===== src/rtl/tft_pkg.sv =====
`default_nettype none
// ============================================================================
// Module   : tft_pkg
// Brief    : Shared types, widths and the rotating one-hot pick helper for
//            the TFT SPI arbiter.
// Revision : 1.0 - initial release
// ============================================================================
package tft_pkg;

    localparam int TFT_BYTE_W = 8;
    localparam int MAX_REQ_W  = 4;
    localparam int MAX_REQ    = 1 << MAX_REQ_W;

    typedef enum logic [1:0] {
        ST_IDLE    = 2'd0,
        ST_GRANTED = 2'd1,
        ST_RELEASE = 2'd2
    } arb_state_t;

    // First set bit of req scanning upward from start, wrapping at num.
    function automatic logic [MAX_REQ-1:0] rr_pick(
        input logic [MAX_REQ-1:0] req,
        input int unsigned        start,
        input int unsigned        num
    );
        logic [MAX_REQ-1:0]   win;
        logic                 found;
        int unsigned          idx;
        logic [MAX_REQ_W-1:0] sel;
        win   = '0;
        found = 1'b0;
        for (int unsigned k = 0; k < MAX_REQ; k++) begin
            if (k < num) begin
                idx = start + k;
                if (idx >= num) idx = idx - num;
                sel = idx[MAX_REQ_W-1:0];
                if (!found && req[sel]) begin
                    win[sel] = 1'b1;
                    found    = 1'b1;
                end
            end
        end
        return win;
    endfunction

endpackage
`default_nettype wire


===== src/rtl/rr_priority_pick.sv =====
`default_nettype none
// ============================================================================
// Module   : rr_priority_pick
// Brief    : Combinational one-hot picker starting at a given index; start = 0
//            gives plain fixed priority.
// Revision : 1.0 - initial release
// ============================================================================
module rr_priority_pick
    import tft_pkg::*;
#(
    parameter int NUM_REQ = 3,
    parameter int IDW     = 2
) (
    input  logic [NUM_REQ-1:0] i_req,
    input  logic [IDW-1:0]     i_start,
    output logic [NUM_REQ-1:0] o_onehot,
    output logic [IDW-1:0]     o_idx,
    output logic               o_any
);

    logic [MAX_REQ-1:0] w_req_ext;
    logic [MAX_REQ-1:0] w_win;

    always_comb begin
        w_req_ext                = '0;
        w_req_ext[NUM_REQ-1:0]   = i_req;
        w_win                    = rr_pick(w_req_ext, 32'(i_start), NUM_REQ);
        o_onehot                 = w_win[NUM_REQ-1:0];
        o_any                    = |w_win;
        o_idx                    = '0;
        for (int i = 0; i < NUM_REQ; i++) begin
            if (w_win[i]) o_idx = IDW'(i);
        end
    end

endmodule
`default_nettype wire


===== src/rtl/tft_spi_arbiter.sv =====
`default_nettype none
// ============================================================================
// Module   : tft_spi_arbiter
// Brief    : Registered-grant arbiter sharing one tft_spi byte transmitter
//            among several requesters, with watchdog revocation.
// Revision : 1.0 - initial release
// ============================================================================
module tft_spi_arbiter
    import tft_pkg::*;
#(
    parameter int NUM_REQ     = 3,
    parameter int ROUND_ROBIN = 0,
    parameter int TIMEOUT     = 4096
) (
    input  logic                                       clk,
    input  logic                                       rst,
    input  logic [NUM_REQ-1:0]                         req,
    input  logic [TFT_BYTE_W*NUM_REQ-1:0]              req_data,
    input  logic [NUM_REQ-1:0]                         req_dc,
    input  logic [NUM_REQ-1:0]                         req_transmit,
    output logic [NUM_REQ-1:0]                         req_busy,
    output logic [NUM_REQ-1:0]                         grant,
    output logic [TFT_BYTE_W-1:0]                      spi_data,
    output logic                                       spi_dc,
    output logic                                       spi_transmit,
    input  logic                                       spi_busy,
    output logic                                       active,
    output logic                                       timeout_err,
    output logic [((NUM_REQ > 1) ? $clog2(NUM_REQ) : 1)-1:0] timeout_id
);

    localparam int IDW = (NUM_REQ > 1) ? $clog2(NUM_REQ) : 1;
    localparam int CW  = (TIMEOUT > 0) ? $clog2(TIMEOUT + 1) : 1;

    arb_state_t         r_state, w_state_nxt;
    logic [NUM_REQ-1:0] r_grant, w_grant_nxt;
    logic [NUM_REQ-1:0] r_masked, w_mask_set;
    logic [IDW-1:0]     r_ptr, w_ptr_nxt;
    logic [IDW-1:0]     r_tid, w_tid_nxt;
    logic               r_terr, w_terr_nxt;
    logic [CW-1:0]      r_cnt, w_cnt_nxt;

    logic [NUM_REQ-1:0] w_win;
    logic [IDW-1:0]     w_win_idx;
    logic               w_win_any;
    logic [IDW-1:0]     w_start;
    logic [IDW-1:0]     w_gidx;
    logic               w_fwd_tx;
    logic               w_own_req;
    logic               w_expire;

    always_comb begin
        w_start = '0;
        if (ROUND_ROBIN != 0) begin
            w_start = (r_ptr == IDW'(NUM_REQ - 1)) ? '0 : r_ptr + IDW'(1);
        end
    end

    rr_priority_pick #(
        .NUM_REQ (NUM_REQ),
        .IDW     (IDW)
    ) u_pick (
        .i_req    (req & ~r_masked),
        .i_start  (w_start),
        .o_onehot (w_win),
        .o_idx    (w_win_idx),
        .o_any    (w_win_any)
    );

    // Grant is one-hot only while GRANTED, so an empty grant yields zero outputs.
    always_comb begin
        spi_data = '0;
        spi_dc   = 1'b0;
        w_fwd_tx = 1'b0;
        w_gidx   = '0;
        for (int i = 0; i < NUM_REQ; i++) begin
            if (r_grant[i]) begin
                spi_data = req_data[i*TFT_BYTE_W +: TFT_BYTE_W];
                spi_dc   = req_dc[i];
                w_fwd_tx = req_transmit[i];
                w_gidx   = IDW'(i);
            end
        end
    end

    assign w_own_req    = |(req & r_grant);
    assign w_expire     = (TIMEOUT != 0) && !w_fwd_tx && !spi_busy
                          && (r_cnt == CW'(TIMEOUT - 1));
    assign spi_transmit = w_fwd_tx & rst;
    assign req_busy     = ~r_grant | {NUM_REQ{spi_busy}};
    assign grant        = r_grant;
    assign active       = (r_state == ST_GRANTED);
    assign timeout_err  = r_terr;
    assign timeout_id   = r_tid;

    always_comb begin
        w_state_nxt = r_state;
        w_grant_nxt = r_grant;
        w_ptr_nxt   = r_ptr;
        w_tid_nxt   = r_tid;
        w_terr_nxt  = 1'b0;
        w_mask_set  = '0;
        w_cnt_nxt   = '0;
        case (r_state)
            ST_IDLE: begin
                if (w_win_any) begin
                    w_grant_nxt = w_win;
                    w_ptr_nxt   = w_win_idx;
                    w_state_nxt = ST_GRANTED;
                end
            end
            ST_GRANTED: begin
                // A dropped request takes precedence over a coincident expiry.
                if (!w_own_req) begin
                    w_grant_nxt = '0;
                    w_state_nxt = ST_RELEASE;
                end else if (w_expire) begin
                    w_grant_nxt = '0;
                    w_terr_nxt  = 1'b1;
                    w_tid_nxt   = w_gidx;
                    w_mask_set  = r_grant;
                    w_state_nxt = ST_RELEASE;
                end else if (!w_fwd_tx && !spi_busy) begin
                    w_cnt_nxt = r_cnt + CW'(1);
                end
            end
            ST_RELEASE: begin
                if (!spi_busy) w_state_nxt = ST_IDLE;
            end
            default: begin
                w_grant_nxt = '0;
                w_state_nxt = ST_IDLE;
            end
        endcase
    end

    always_ff @(posedge clk) begin
        if (!rst) begin
            r_state  <= ST_IDLE;
            r_grant  <= '0;
            r_masked <= '0;
            r_ptr    <= IDW'(NUM_REQ - 1);
            r_tid    <= '0;
            r_terr   <= 1'b0;
            r_cnt    <= '0;
        end else begin
            r_state  <= w_state_nxt;
            r_grant  <= w_grant_nxt;
            r_masked <= (r_masked | w_mask_set) & req;
            r_ptr    <= w_ptr_nxt;
            r_tid    <= w_tid_nxt;
            r_terr   <= w_terr_nxt;
            r_cnt    <= w_cnt_nxt;
        end
    end

endmodule
`default_nettype wire


===== config.mk =====
export PLATFORM = sky130hd
export DESIGN_NAME = tft_spi_arbiter
export DESIGN_NICKNAME = d
export VERILOG_FILES = /design/src/rtl/tft_pkg.sv /design/src/rtl/rr_priority_pick.sv /design/src/rtl/tft_spi_arbiter.sv
export SDC_FILE = /design/constraint.sdc
export NUM_CORES = 1
export LEC_CHECK = 0
export CORE_MARGIN = 1.5
export CORE_UTILIZATION = 35
export CTS_BUF_LIST = sky130_fd_sc_hd__clkbuf_16
export DETAILED_ROUTE_END_ITERATION = 8
export PLACE_DENSITY = 0.68
export RECOVER_POWER = 100
export SLEW_MARGIN = 20
export SYNTH_ARGS = -nofsm -noshare
export SYNTH_HDL_FRONTEND = slang
export SYNTH_SLANG_ARGS = --single-unit

===== constraint.sdc =====
create_clock -name clk -period 2.49 [get_ports clk]
set_input_delay 0.498 -clock clk [delete_from_list [all_inputs] [get_ports clk]]
set_output_delay 0.498 -clock clk [all_outputs]
set_load 0.05 [all_outputs]

==> run_results.csv <==
group,metric,value,unit
run_status,status,"finished clean",
synth,netlist_area,0.00133,mm^2
floorplanning,start_util,36.4,%
synth,ys_types,40,
hold_path,hold_start,"r_cnt[0]$_SDFF_PP0_",
clocking,cts_tree,"built",
pwr,seq_power_share,38.5,%
setup_path,r2r_start,"grant[2]$_SDFFE_PN0P_",
sta,finalCritPeriodShare,94.0,%
layout,design_area,0.00201,mm^2
clocking,cts_repair_resize_count,0,
sta,skew,0.00537,ns
hold_path,min_path_type,"reg2reg",
drt,wirelength,3470,um
hold_path,min_to,"r_cnt[0]$_SDFF_PP0_",
floorplanning,io_pins,56,
clocking,cts_buffer_depth,2,
layout,fillers,340,
floorplanning,die_area,0.00419,mm^2
global_routing,grt.overflow.total,0,
pwr,p_switching,0.306,mW
pwr,combPwrFrac,29.6,%
layout,nNetsFinal,255,
clocking,h-tree-depth,1,
setup_path,reg2regPathDepth,5,
synth,ys.flop_type,"dfxtp_1",
pwr,p_int,0.744,mW
sta,fmax,0.427,GHz
pwr,ir_drop,304,uV
sta,setup_viol,0,
setup_path,start_kind,"flip-flop",
synth,synth_edf_count,0,
clocking,clock-sinks,24,
layout,n_antenna_cell,0,
layout,area_growth,51.2,%
setup_path,cp_max_fo,15,
layout,layout_common_cells,"clkdlybuf4s50_1 (33), dfxtp_1 (24), nand2_1 (18), nor2_1 (18)",
setup_path,timing.critical_path.required,1.99,ns
sta,rsz0062_at_grt,"no",
drt,first_pass_iters,4,
place,post-dp-hpwl,2600,um
drt,detail-route-antenna-nets,0,
drt,detail_route.iter0.violations,95,
floorplanning,die_x,64.7,um
drt,wire_per_inst,13.1,um
synth,synth_cells,164,
pwr,power,1.05,mW
place,place_area,0.00204,mm^2
global_routing,grt_max_degree,18,
hold_path,hold_depth,1,
sta,slew_viol_final,0,
sta,min_period,2.34,ns
run,drv_cap,0,
synth,avgSynthCellArea,8.13,um^2
global_routing,track_usage,17.3,%
synth,syn_nets,201,
global_routing,grt_pass1_wl,5810,um
sta,finalHoldViolCount,0,
floorplanning,core,0.00366,mm^2
setup_path,reg2reg_to,"r_cnt[0]$_SDFF_PP0_",
clocking,clk_pin_slew,0.06,ns
place,io_buffers,55,
pwr,swShare,29.1,%
drt,vias,1307,
sta,tns,0,ns
clocking,cts_root_buf,"clkbuf_16",
pwr,powerDensity,521,mW/mm^2
sta,relSlewSlack,54.4,%
clocking,clk_latency,0.26,ns
setup_path,crit_arrival,1.84,ns
place,globalplace.congestion,0.812,
drt,via_per_inst,4.95,
setup_path,end_kind,"primary output",
synth,synthArstFlopShare,0,%
floorplanning,rows,22,
floorplanning,die_y,64.7,um
clocking,cts_inserted_buffers,3,
drt,drc_errors,0,
layout,final_common_cell,"clkdlybuf4s50_1",
sta,worstMarginPinSlew,0.683,ns
setup_path,crit_start,"grant[2]$_SDFFE_PN0P_",
layout,drive_gt1_share,10.6,%
clocking,post_cts_buffers,0,
layout,final_util,55.0,%
pwr,clockPowerShare,32.0,%
synth,ys_seq_area_share,36.1,%
global_routing,antenna_found_initial,0,
global_routing,grt_pass1_vias,1279,
pwr,p_leak,0.730,nW
synth,synth_seq_cells,24,
setup_path,regToRegSetupSlack,0.52,ns
synth,ys_warn_count,0,
clocking,cts_hold_buf,0,
setup_path,crit_type,"reg2out",
-- cell families (layout without fill, tap and decap cells) --
kind of cell	count (synthesis)	after routing	synth area share, %
adders and majority gates	1	1	0.939
buffers and inverters	14	66	5.73
xor gates and xnor gates	10	10	6.57
and+or+nand+nor	73	73	29.0
DFF	24	24	36.1
AOI/OAI and AO/OA	42	42	21.7
-- through the flow --
stage	hold slack [ns]	setup slack, ns	cells
6_report	0.472	0.150	264
3_3_place_gp	0.440	0.233	261
2_1_floorplan	0.426	0.0330	164
3_5_place_dp	0.468	0.239	261
4_1_cts	0.478	0.141	264
5_1_grt	0.509	0.00907	264
-- power by group through the flow --
stage               Combinational [mW]  Sequential [mW]  Clock [mW]
floorplan                        0.166            0.417           0
global route                     0.329            0.406       0.362
detailed placement               0.345            0.413           0
global placement                 0.344            0.413           0
finish                           0.310            0.404       0.335
CTS                              0.347            0.404       0.341
-- worst max-delay path by stage --
stage                                  end
floorplan                      spi_data[1]
global placement    r_masked[2]$_SDFF_PN0_
detailed placement  r_masked[2]$_SDFF_PN0_
CTS                            spi_data[0]
global route                   spi_data[4]
finish                        spi_transmit
-- Yosys cell counts, types with 2 or more instances --
master,n,area share [%]
xnor2_1,5,3.3
nor2_1,18,5.1
nand2_1,18,5.1
xor2_1,5,3.3
a22oi_1,10,5.6
nand4_1,3,1.4
clkbuf_1,5,1.4
dfxtp_1,24,36
buf_6,2,1.7
a31oi_1,2,0.94
and4_1,2,1.3
inv_1,4,1.1
nor2b_1,3,1.4
nand2b_1,6,2.8
and2b_1,2,1.1
a21oi_1,4,1.5
o21ai_0,17,6.4
nand3_1,10,3.8
buf_4,2,1.1
and3_1,2,0.94
-- flip-flops by register name, indices dropped and copies added, names as in the netlist --
name,cells
r_masked,3
r_state,2
grant,3
timeout_id,2
timeout_err,1
r_cnt,13
-- routing by layer --
layer  wire (um)  GRT usage (%)  vias to the layer above
met5           0              0                        -
met4          54           5.59                        0
met3         233           4.17                        7
met2        1580           29.5                       37
met1        1600           21.2                      583
li1            -              -                      680
-- layout make-up --
cell class                      instances  area, um^2  area share (%)
Multi-Input combinational cell        126         771            38.3
Clock buffer                            3        75.1            3.73
Timing Repair Buffer                   59         613            30.4
Inverter                                4        15.0           0.745
Sequential cell                        24         480            23.9
Tap cell                               48        60.1            2.98
-- critical path: stages (launching register included) --
cell and delay (ns):
dfxtp_1 0.63, clkbuf_1 0.47, a211oi_1 0.10, nor2_1 0.21, buf_12 0.16
Power figures use the tool's default switching activity.
